### src/rtl/dout_mem_reader.sv
// dout_mem_reader: streams the output data buffer to the export path.
// A start pulse reads a clamped number of words from the buffer's
// synchronous read port, starting at index 0. Each word is split into
// pixels, most significant lane first, and sent over a valid/ready stream.
module dout_mem_reader #(
    parameter int WIDTH = 24,
    parameter int DEPTH = 10000,
    parameter int PIXEL = 8
) (
    input  logic             clk,
    input  logic             rst_n,
    input  logic             start,
    input  logic [WIDTH-1:0] count,
    output logic             mem_re,
    output logic [WIDTH-1:0] mem_addr,
    input  logic [WIDTH-1:0] mem_rd,
    output logic [PIXEL-1:0] pix_data,
    output logic             pix_valid,
    input  logic             pix_ready,
    output logic             pix_last,
    output logic             busy,
    output logic             done
);

    localparam int LANES  = WIDTH / PIXEL;
    localparam int LANE_W = (LANES > 1) ? $clog2(LANES) : 1;

    localparam logic [WIDTH-1:0]  DEPTH_W   = WIDTH'(DEPTH);
    localparam logic [LANE_W-1:0] LANE_LAST = LANE_W'(LANES - 1);

    localparam logic [2:0] S_IDLE  = 3'd0;
    localparam logic [2:0] S_FETCH = 3'd1;
    localparam logic [2:0] S_LOAD  = 3'd2;
    localparam logic [2:0] S_SEND  = 3'd3;
    localparam logic [2:0] S_DONE  = 3'd4;

    logic [2:0]        state_q, state_d;
    logic [WIDTH-1:0]  idx_q,   idx_d;
    logic [WIDTH-1:0]  cnt_q,   cnt_d;
    logic [LANE_W-1:0] lane_q,  lane_d;
    logic [WIDTH-1:0]  shift_q, shift_d;

    logic [WIDTH-1:0] cnt_clamp;
    logic             lane_last;
    logic             word_last;
    logic             hs;

    // Clamping here guarantees no read ever addresses past the buffer end.
    assign cnt_clamp = (count > DEPTH_W) ? DEPTH_W : count;

    // cnt_q is nonzero whenever a word is in flight, so cnt_q-1 never wraps.
    assign lane_last = (lane_q == LANE_LAST);
    assign word_last = (idx_q == (cnt_q - WIDTH'(1)));
    assign hs        = (state_q == S_SEND) && pix_ready;

    // Next-state and datapath update for the transfer sequencer.
    always_comb begin
        state_d = state_q;
        idx_d   = idx_q;
        cnt_d   = cnt_q;
        lane_d  = lane_q;
        shift_d = shift_q;
        case (state_q)
            S_IDLE: begin
                if (start) begin
                    if (cnt_clamp == '0) begin
                        state_d = S_DONE;
                    end else begin
                        cnt_d   = cnt_clamp;
                        idx_d   = '0;
                        state_d = S_FETCH;
                    end
                end
            end
            S_FETCH: begin
                state_d = S_LOAD;
            end
            S_LOAD: begin
                shift_d = mem_rd;
                lane_d  = '0;
                state_d = S_SEND;
            end
            S_SEND: begin
                if (hs) begin
                    shift_d = shift_q << PIXEL;
                    lane_d  = lane_q + LANE_W'(1);
                    if (lane_last) begin
                        if (word_last) begin
                            state_d = S_DONE;
                        end else begin
                            idx_d   = idx_q + WIDTH'(1);
                            state_d = S_FETCH;
                        end
                    end
                end
            end
            S_DONE: begin
                state_d = S_IDLE;
            end
            default: begin
                state_d = S_IDLE;
            end
        endcase
    end

    // State registers; an asynchronous reset abandons any transfer in flight.
    always_ff @(posedge clk or negedge rst_n) begin
        if (!rst_n) begin
            state_q <= S_IDLE;
            idx_q   <= '0;
            cnt_q   <= '0;
            lane_q  <= '0;
            shift_q <= '0;
        end else begin
            state_q <= state_d;
            idx_q   <= idx_d;
            cnt_q   <= cnt_d;
            lane_q  <= lane_d;
            shift_q <= shift_d;
        end
    end

    // mem_addr follows idx, which only moves when entering FETCH, so it
    // holds the last read index everywhere else.
    assign mem_re    = (state_q == S_FETCH);
    assign mem_addr  = idx_q;
    assign pix_valid = (state_q == S_SEND);
    assign pix_data  = pix_valid ? shift_q[WIDTH-1 -: PIXEL] : '0;
    assign pix_last  = pix_valid && lane_last && word_last;
    assign busy      = (state_q != S_IDLE);
    assign done      = (state_q == S_DONE);

endmodule

### config.mk
export PLATFORM = sky130hd
export DESIGN_NAME = dout_mem_reader
export DESIGN_NICKNAME = d
export VERILOG_FILES = /design/src/rtl/dout_mem_reader.sv
export SDC_FILE = /design/constraint.sdc
export NUM_CORES = 1
export LEC_CHECK = 0
export CAP_MARGIN = 0
export CORE_MARGIN = 2
export CORE_UTILIZATION = 58
export CTS_BUF_LIST = sky130_fd_sc_hd__clkbuf_8
export DETAILED_ROUTE_END_ITERATION = 12
export GPL_ROUTABILITY_DRIVEN = 0
export GPL_TIMING_DRIVEN = 0
export HOLD_SLACK_MARGIN = 0.08
export PLACE_DENSITY = 0.88
export SLEW_MARGIN = 25
export SYNTH_ARGS = -nofsm -noshare
export SYNTH_HDL_FRONTEND = slang
export SYNTH_SLANG_ARGS = --single-unit
### constraint.sdc
create_clock -name clk -period 7.98 [get_ports clk]
set_input_delay 1.596 -clock clk [delete_from_list [all_inputs] [get_ports clk]]
set_output_delay 1.596 -clock clk [all_outputs]
set_load 0.03 [all_outputs]
==> out/metrics.cfg <==
[layout]
fin_util = 0.7558
multi_input_area_sq_um = 2490
fill_cells = 540
area_growth_pct = 26.68
drive_gt1_frac = 0.06958
fin_nets = 668
diodes = 0
seq_area_sq_um = 1927
final_cell_mix = clkdlybuf4s50_1, dfrtp_1, nand2_1
final_common_cell = clkdlybuf4s50_1

[yosys]
synth_cells = 513
ys_types = 64
async_reset_ff_frac = 1.000
ys_seq_elements = 77
ys_warn_count = 0
syn_nets = 568
avgSynthCellArea_sq_um = 8.988
yosysSeqAreaShare = 0.4179
synth_edf_count = 0
synth_ff_type = dfrtp_1
netlist_area_sq_um = 4611

[critical_path]
crit_required_ns = 6.38
critPathCaptureType = primary output
timing.critical_path.buf_inv = 3
cp_slowest_cell = clkdlybuf4s50_1
path_max_fanout = 10
path_class = flip-flop to primary output
path_cells = inv_1 -> ha_1 -> nor4b_1 -> nand4_2 -> a2111o_1 -> nor4_2 -> nand4_2 -> clkbuf_1 -> nor2_1 -> and2_1 -> clkdlybuf4s50_1
worst_setup_path_start_kind = flip-flop
path_common_cell = nand4_2
cpLargestDelayFamily = simple AND/OR/NAND/NOR gates
max_stage_delay_ns = 0.67
arrival_ns = 4.14

[timing]
worst_pin_slew_ns = 0.8693
fin_skew_ns = 0.009748
rsz0062_at_grt = false
period_share = 0.7191
setup_violations = 0
hold_violations = 0
setup_slack_ns = 2.242
fin_crit_ns = 5.738
max_freq_ghz = 0.1743
finalSetupTns_ns = 0
slew_violations = 0
relSlewSlack = 0.4183

[routing]
drtIter0Drc = 397
drt-wirelength-per-cell_microns = 18.16
viasPerCell = 6.314
ant_nets = 0
vias = 4546
drc_errors = 0
drtPass1Iterations = 5
routed_wl_mm = 13.07

[global_routing]
grt_pass1_wl_mm = 21.36
overflow = 0
grt_pass1_vias = 4520
grt_max_degree = 50
grtUsageTotal = 0.3099
antenna_found_initial = 0

[floorplanning]
die_h_microns = 93.16
die-area_sq_um = 8679
core_area_sq_um = 7727
boundaryPins = 89
num_rows = 32
dieWidth_microns = 93.16
start_util = 0.5967

[clocking]
cts_root_buffer = clkbuf_8
clock_latency_ns = 0.35
cts_resized = 0
cts_setup_buffers = 0
postCtsHoldBufs = 0
clock_sinks = 77
cts_buffer_depth = 2
clk_pin_slew_ns = 0.09
cts_tree = done
cts_buffers = 9
htreeDepth = 3

[power_and_ir_drop]
leakage_nw = 2.577
peakVddDrop_mv = 0.2009
powerDensity_nw_per_um2 = 243.0

[min_path]
holdCritPathClass = flip-flop to flip-flop

[status]
status = completed

[placement]
dp_hpwl_mm = 9.561
pre_cts_slack_ns = 2.696
portBuffers = 88

[flow_run]
drv_cap = 0

area by class of cell:
cell class	instances	share of cell area
clock inverters	7	0.01371
repair buffers	89	0.1538
plain buffers	33	0.02549
clock buffers	9	0.02121
inverters	12	0.007712
multi-input cells	391	0.4263
well taps	102	0.02185
flip-flops and latches	77	0.3299
registers in the layout, summed over array words and instances, names as in the netlist:
signal	count
state_q	3
cnt_q	24
mem_addr	24
shift_q	24
lane_q	2
stage by stage:
| step | std cells | hold WS, ns | instance area, sq um | power (W) |
|---|---|---|---|---|
| floorplan | 513 | 0.4423 | 4611 | 0.0009040 |
| global placement | 703 | 0.4556 | 5619 | 0.001076 |
| detailed placement | 704 | 0.4626 | 5637 | 0.001104 |
| CTS | 720 | 0.4834 | 5841 | 0.001411 |
| global route | 720 | 0.5172 | 5841 | 0.001489 |
| finish | 720 | 0.4802 | 5841 | 0.001419 |
Yosys cell counts, drive strengths merged, types with 6 or more instances:
master	number	area (sq um)
and2	17	106.4
inv	11	41.29
a31oi	7	43.79
nand2	58	217.7
xor2	17	148.9
o21ai	51	266.5
or3	8	50.05
mux2i	18	180.2
buf	8	55.04
dfrtp	77	1927
nor2	29	111.4
or4	8	60.06
xnor2	10	87.58
o31ai	6	45.04
nand3	20	100.1
clkbuf	25	93.84
nor3	10	55.05
a22o	10	87.58
and3	17	106.4
nor4	15	151.4
nand4	15	106.4
a21oi	24	142.7
layer usage:
| layer | up-vias | wire length [microns] | GRT usage | part of all wire |
|---|---|---|---|---|
| met2 | 260 | 6147 | 0.5127 | 0.47 |
| met5 | - | 0 | 0 | 0 |
| met1 | 2171 | 5337 | 0.3910 | 0.41 |
| li1 | 2065 | - | - | - |
| met4 | 0 | 464 | 0.1397 | 0.035 |
| met3 | 50 | 1125 | 0.06688 | 0.086 |
cells by family after synthesis:
family,synth area share
and+or+nand+nor,0.2735
adders and majority gates,0.008142
AOI/OAI and AO/OA,0.1655
buffers and inverters,0.04206
DFF,0.4179
xor gates and xnor gates,0.05129
muxes,0.04152
worst register-to-register path: stages (launching register included):
cell	delay, ns
dfrtp_1	0.45
inv_1	0.10
ha_1	0.25
nor4b_1	0.32
nand4_2	0.22
a2111o_1	0.47
nor4_2	0.30
nand4_2	0.28
a21oi_4	0.33
buf_6	0.19
buf_8	0.14
o21ai_1	0.10
o21ai_0	0.14
final timing paths:
check                           slack (ns)        start           end  cells past startpoint
worst max-delay path                  2.24     cnt_q[0]      pix_last                     11
worst min-delay path                  0.48  shift_q[18]   shift_q[18]                      2
worst max register to register        4.58     cnt_q[0]  mem_addr[19]                     12
worst min register to register        0.48  shift_q[18]   shift_q[18]                      2
max in group asynchronous             6.16        rst_n     cnt_q[20]                      2
min in group asynchronous             1.25        rst_n      cnt_q[8]                      1
where the power goes:
group          total (W)  leakage (nW)  switching, W  internal (W)
clock network   0.000309         0.102      0.000160      0.000149
logic           0.000565          1.46      0.000331      0.000235
registers       0.000544          1.02     0.0000750      0.000469
total            0.00142          2.58      0.000566      0.000853
No activity file was read; power rests on OpenSTA's default activity.
